--- config.mk ---
export PLATFORM = sky130hd
export DESIGN_NAME = counter_seq_ctrl
export DESIGN_NICKNAME = d
export VERILOG_FILES = /design/src/rtl/counter_seq_ctrl.sv
export SDC_FILE = /design/constraint.sdc
export NUM_CORES = 1
export LEC_CHECK = 0
export ABC_AREA = 1
export ABC_CLOCK_PERIOD_IN_PS = 1300
export BUFFER_PORTS_ARGS = -buffer_cell sky130_fd_sc_hd__buf_2
export CAP_MARGIN = 20
export CORE_ASPECT_RATIO = 0.7
export CORE_MARGIN = 2
export CORE_UTILIZATION = 35
export DETAILED_ROUTE_END_ITERATION = 6
export GPL_TIMING_DRIVEN = 0
export REMOVE_ABC_BUFFERS = 1
export SLEW_MARGIN = 25
export SYNTH_ARGS = -nofsm -noshare
export SYNTH_HDL_FRONTEND = slang
export SYNTH_SLANG_ARGS = --single-unit
--- constraint.sdc ---
create_clock -name clk -period 1.3 [get_ports clk]
set_input_delay 0.13 -clock clk [delete_from_list [all_inputs] [get_ports clk]]
set_output_delay 0.13 -clock clk [all_outputs]
set_load 0.01 [all_outputs]
--- src/rtl/counter_seq_ctrl.sv ---
// Sequenced one-shot / periodic timer built around a prescaled up-counter.
// Latency: done rises (term_q+1)*(prescale_q+1) cycles after the start-accepting edge (plus cycles spent in HOLD).
// Backpressure: none; hold freezes a running sequence, stop aborts it, and start is ignored while busy.
//
// Ports:
//   clk, reset      rising-edge clock, synchronous active-high reset
//   start/stop/hold control requests, sampled every cycle (hold is a level)
//   term_val        terminal count, captured on an accepted start
//   prescale        counter advances every prescale+1 cycles, captured on an accepted start
//   count           registered counter value
//   busy / held     state is RUN or HOLD / state is HOLD
//   done            registered one-cycle completion pulse
//   auto_reload     present only with COUNTER_SEQ_CTRL_AUTORELOAD_EN: periodic mode when high at completion
//
// Optional feature macro: COUNTER_SEQ_CTRL_AUTORELOAD_EN
module counter_seq_ctrl #(
  parameter int WIDTH = 4,
  parameter int PRE_W = 4
) (
  input  logic             clk,
  input  logic             reset,
  input  logic             start,
  input  logic             stop,
  input  logic             hold,
`ifdef COUNTER_SEQ_CTRL_AUTORELOAD_EN
  input  logic             auto_reload,
`endif
  input  logic [WIDTH-1:0] term_val,
  input  logic [PRE_W-1:0] prescale,
  output logic [WIDTH-1:0] count,
  output logic             busy,
  output logic             held,
  output logic             done
);

  localparam logic [1:0] S_IDLE = 2'd0;
  localparam logic [1:0] S_RUN  = 2'd1;
  localparam logic [1:0] S_HOLD = 2'd2;

  logic [1:0]       state_q,    state_d;
  logic [WIDTH-1:0] count_q,    count_d;
  logic [PRE_W-1:0] pre_cnt_q,  pre_cnt_d;
  logic [WIDTH-1:0] term_q,     term_d;
  logic [PRE_W-1:0] prescale_q, prescale_d;
  logic             done_q,     done_d;
  logic             tick;
  logic             reload;

`ifdef COUNTER_SEQ_CTRL_AUTORELOAD_EN
  assign reload = auto_reload;
`else
  assign reload = 1'b0;
`endif

  assign tick = (state_q == S_RUN) && (pre_cnt_q == prescale_q);

  always_comb begin
    state_d    = state_q;
    count_d    = count_q;
    pre_cnt_d  = pre_cnt_q;
    term_d     = term_q;
    prescale_d = prescale_q;
    done_d     = 1'b0;
    case (state_q)
      S_IDLE: begin
        // stop beats start; nothing is captured when both are high
        if (start && !stop) begin
          term_d     = term_val;
          prescale_d = prescale;
          count_d    = '0;
          pre_cnt_d  = '0;
          state_d    = S_RUN;
        end
      end
      S_RUN: begin
        if (stop) begin
          state_d = S_IDLE;
        end else if (hold) begin
          // freeze on this edge so the resumed sequence sees the same pre_cnt
          state_d = S_HOLD;
        end else if (tick) begin
          pre_cnt_d = '0;
          if (count_q != term_q) begin
            count_d = count_q + 1'b1;
          end else begin
            // completion is checked before incrementing, so term_q at full scale never wraps
            done_d = 1'b1;
            if (reload) begin
              count_d = '0;
            end else begin
              state_d = S_IDLE;
            end
          end
        end else begin
          pre_cnt_d = pre_cnt_q + 1'b1;
        end
      end
      S_HOLD: begin
        if (stop) begin
          state_d = S_IDLE;
        end else if (!hold) begin
          state_d = S_RUN;
        end
      end
      default: begin
        state_d = S_IDLE;
      end
    endcase
  end

  always_ff @(posedge clk) begin
    if (reset) begin
      state_q    <= S_IDLE;
      count_q    <= '0;
      pre_cnt_q  <= '0;
      term_q     <= '0;
      prescale_q <= '0;
      done_q     <= 1'b0;
    end else begin
      state_q    <= state_d;
      count_q    <= count_d;
      pre_cnt_q  <= pre_cnt_d;
      term_q     <= term_d;
      prescale_q <= prescale_d;
      done_q     <= done_d;
    end
  end

  assign count = count_q;
  assign done  = done_q;
  assign busy  = (state_q != S_IDLE);
  assign held  = (state_q == S_HOLD);

endmodule

* After elaboration in Yosys (flattened, before gate mapping) *
Cells that the tools add are included.

storage, ports and cells
  register bits after elaboration = 19
  output and inout port bits = 7

operators by class
  $add $sub $neg = 2
  eq/ne operators = 12
  muxes and demuxes = 19
  bitwise operators = 2
  reductions and logical operators = 11

operator list
  operator             number
  $mux 4               8
  $pmux 4 s2           2
  $mux 2               7
  $add 4x1->4 const B  2
  $ne 2x2->1 const B   4
  $ne 4x4->1 const B   2
  $reduce_and 4->1     2
  $pmux 2 s3           1
  $reduce_and 6->1     1
  $reduce_or 5->1      1
  $eq 4x4->1           1
  $ne 4x4->1           1
  $reduce_bool 2->1    2
  $ne 3x3->1 const B   1
  $eq 2x1->1 const B   1
  $eq 2x2->1 const B   1
  $logic_and 1x1->1    2
  $logic_not 2->1      1
  $ne 2x1->1 const B   1
  $not 1->1            2
  $reduce_and 2->1     1
  $logic_not 1->1      1
  $mux 1               1

* Longest topological paths before layout *
  depth in word-level cells = 6
  depth in mapped cells = 10

* Least setup slack after synthesis *
No wires, ideal clock.

  path kind = reg-to-reg
  start point = register count_q[0], in the netlist count[0]
  end point = register count_q[0], in the netlist count[0]
  setup time = 114 ps
  data arrival time = 1098 ps
  setup slack = 88 ps
  cell stages (with the launch flop) = 10
  period minus slack after synthesis = 1212 ps
  path through = dfxtp_1 -> inv_1 -> nand2_1 -> nand2_1 -> nor2_1 -> nand3_2 -> nand3_4 -> nand2_1 -> nand2_1 -> nor2_1

on the way
  cells in the longest elaborated chain, start to end = 6
  elaborated cells between the ends (all ways) = 9
  those cells by class = add/sub (1); eq/ne (2); mux (5); reduce/logical (1)

ends and longest elaborated chain
  item                      line  source
  start: declaration        41    logic [WIDTH-1:0] count_q, count_d;
  start signal: assignment  121   count_q <= count_d;
  $add 4x1->4               84    count_d = count_q + 1'b1;
  $mux 4                    83    if (count_q != term_q) begin
  $mux 4                    81    end else if (tick) begin
  $mux 4                    78    end else if (hold) begin
  $mux 4                    76    if (stop) begin
  $pmux 4 s2                64    case (state_q)

Several ways; a longest one is shown, not always the timed one. The select of a mux whose other input is x is not followed.
A chain may end at the register's enable or synchronous reset.

* Final worst setup path *
  start point = register state_q[0]
  end point = register pre_cnt_q[3]

on the way
  cells in the longest elaborated chain, start to end = 6
  elaborated cells between the ends (all ways) = 12
  those cells by class = eq/ne (4); mux (4); reduce/logical (4)

ends and longest elaborated chain
  item                      line    source
  start: declaration        40      logic [1:0] state_q, state_d;
  start signal: assignment  120     state_q <= state_d;
  $eq 2x1->1                55, 64
  $logic_and 1x1->1         55      assign tick = (state_q == S_RUN) && (pre_cnt_q == prescale_q);
  $mux 4                    81
  $mux 4                    78
  $mux 4                    76
  $pmux 4 s2                64
  end signal: assignment    122     pre_cnt_q <= pre_cnt_d;
  end: declaration          42      logic [PRE_W-1:0] pre_cnt_q, pre_cnt_d;

Several ways; a longest one is shown, not always the timed one. The select of a mux whose other input is x is not followed.

==> impl_metrics.json <==
{
  "netlist_area_sq_um": 1030,
  "dp_hpwl_mm": 1.67,
  "slew-limit-headroom": 0.739,
  "synth_top_area_frac": 0.368,
  "synth.area.mux_share": 0,
  "detail-route-antenna-nets": 0,
  "layout_setup_ws_ns": 0.00177,
  "finalCritPeriodShare": 0.999,
  "rr_startpoint": "state_q[0]",
  "start_util": 0.368,
  "r2r_slack_ns": 0.002,
  "routed_wl_mm": 2.35,
  "grt_max_degree": 13,
  "ir_drop_mv": 0.605,
  "reg2regPathDepth": 7,
  "rows": 16,
  "yosys.area_share.adder": 0.0242,
  "die-area_sq_um": 3410,
  "grt_pass1_vias": 893,
  "crit_slowest_cell": "dfxtp_4",
  "synth_compound_area_frac": 0.121,
  "worst_pin_slew_ns": 0.390,
  "hold_ws_ns": 0.101,
  "die_height_um": 49.4,
  "synth.distinct_cells": 22,
  "final-setup-viol-count": 0,
  "min_path_cells": 2,
  "nets": 195,
  "power_density_nw_per_um2": 1070,
  "drc": 0,
  "root_buffer": "clkbuf_8",
  "crit_type": "flip-flop to flip-flop",
  "setup-tns-final_ns": 0,
  "hold_viol": 0,
  "drv_slew": 0,
  "netlist_instances": 151,
  "cts_hold_buf": 0,
  "crit_path_start_kind": "flip-flop",
  "crit_arrival_ns": 1.45,
  "avgSynthCellArea_sq_um": 6.84,
  "cts.sinks": 19,
  "cap_violations": 0,
  "numCtsBuffers": 3,
  "h-tree-depth": 1,
  "seq_area_frac_synth": 0.368,
  "cts_tree": "done",
  "clockBufferDepth": 2,
  "vias": 1016,
  "dp_slack_ns": -0.0953,
  "first_pass_iters": 4,
  "max_freq_mhz": 770,
  "drive_gt1_frac": 0.302,
  "cp.required_ns": 1.45,
  "finalPower_mw": 1.39,
  "fillers": 300,
  "avgViaCountPerCell": 4.73,
  "path_clk_slew_ns": 0.07,
  "synth_area_leaders": "dfxtp_1 37%, nand2_1 15%, inv_1 9.1%",
  "timing.rr.end": "pre_cnt_q[3]",
  "hold_path_end": "count[2]",
  "hold_path.class": "input port to flip-flop",
  "power_leakage_nw": 0.608,
  "slowest_delay_ns": 0.38,
  "cp_max_fo": 9,
  "core_sq_um": 2800,
  "synth.ff_latch_count": 19,
  "grt_pass1_wl_mm": 3.69,
  "area_growth_pct": 25.9,
  "synth_simple_gate_area_frac": 0.358,
  "drtIter0Drc": 38,
  "ios": 20,
  "grt_antenna_before_repair": 0,
  "crit_path_end_kind": "flip-flop",
  "portBuffers": 19,
  "min_from": "reset",
  "synthDominantAreaCellType": "dfxtp_1",
  "overflow": 0,
  "path_cells": "inv_4 -> nor2_4 -> nand2_4 -> nand2_8 -> nand4_1 -> xor2_1 -> nor2_2",
  "n_antenna_cell": 0,
  "synth_top_family_by_area": "simple AND/OR/NAND/NOR gates",
  "finalClockSkew_ns": 0.00221,
  "synth_xor_area_frac": 0.0255,
  "clk-insertion-delay-late_ns": 0.25,
  "grtUsageTotal": 0.145,
  "place.gp.congestion": 0.851,
  "rsz0062_at_grt": "yes",
  "yosysWarnings": 0,
  "die_x_um": 68.9,
  "fin_crit_ns": 1.30,
  "status": "completed",
  "routedWlPerCell_um": 10.9
}
worst max path at each step:
| stage | from | endpoint | slack, ns | depth (start not counted) |
|---|---|---|---|---|
| floorplan | count[0] | count[0] | 0.09 | 9 |
| global placement | state_q[0] | pre_cnt_q[3] | -0.07 | 6 |
| detailed placement | state_q[0] | pre_cnt_q[3] | -0.1 | 6 |
| CTS | state_q[0] | pre_cnt_q[3] | -0.005 | 7 |
| global route | state_q[0] | pre_cnt_q[3] | -0.08 | 7 |
| finish | state_q[0] | pre_cnt_q[3] | 0.002 | 7 |
metal layers:
layer | GRT usage | wire [um]
met5 | 0 | 0
met4 | 0.0392 | 34
met3 | 0.0508 | 139
met2 | 0.221 | 1090
met1 | 0.193 | 1080
kinds of logic after synthesis:
kind of cell               Yosys count
adders and majority gates            2
AOI/OAI and AO/OA                   25
buffers and inverters               28
DFF                                 19
xor gates and xnor gates             3
and+or+nand+nor                     74
critical path: cells and delay by family, from the launching register on:
family | cells | cell delay [ns]
xor+xnor | 1 | 0.20
buf+inv | 1 | 0.04
flops | 1 | 0.38
simple gates | 5 | 0.57
placed cells by master (no fill, tap or decap), drive strengths merged, types with 4 or more instances in the layout:
cell type  count
a21oi         14
buf           26
clkbuf         4
dfxtp         19
inv           26
nand2         45
nand3          6
nand4          4
nor2          17
o21ai         11
Yosys cell counts (all sizes together):
cell    number
nand4        4
nand3        6
inv         26
o21ai       11
ha           2
xor2         2
nand2       45
buf          1
dfxtp       19
clkbuf       1
a21oi       14
xnor2        1
nor2        17
nor3         2
report_power, final:
part           switching [mW]  leakage [nW]  internal (mW)
Sequential             0.0310         0.161          0.618
Clock                   0.197        0.0228          0.218
Combinational           0.195         0.425          0.133
Total                   0.422         0.608          0.968
metrics by stage:
stage / instance area (sq um) / utilization / std cells
after floorplan: 1020 / - / 149
after global placement: 1160 / 0.415 / 204
after detailed placement: 1160 / 0.415 / 204
after CTS: 1240 / 0.441 / 211
after global routing: 1300 / 0.464 / 215
final: 1300 / 0.464 / 215
state kept, by name, summed over array words and instances, names as in the netlist:
| name | flops |
|---|---|
| state_q | 2 |
| term_q | 4 |
| prescale_q | 4 |
| pre_cnt_q | 4 |
| done | 1 |
| count | 4 |
area by class of cell:
| cell class | instances | area (sq um) | area share |
|---|---|---|---|
| timing repair buffer | 26 | 148 | 0.114 |
| sequential | 19 | 402 | 0.309 |
| inverter | 26 | 100 | 0.0770 |
| multi-input combinational | 104 | 561 | 0.431 |
| tap | 36 | 45.0 | 0.0346 |
| clock buffer | 4 | 45.0 | 0.0346 |
what timing repair did:
action / CTS / global route
pin swaps: 1 / 9
setup endpoints to repair: 9 / 14
hold endpoints to repair: 0 / 0
gates resized for setup: 3 / 18
setup buffers: 3 / 4
(Power assumes the default switching activity.)
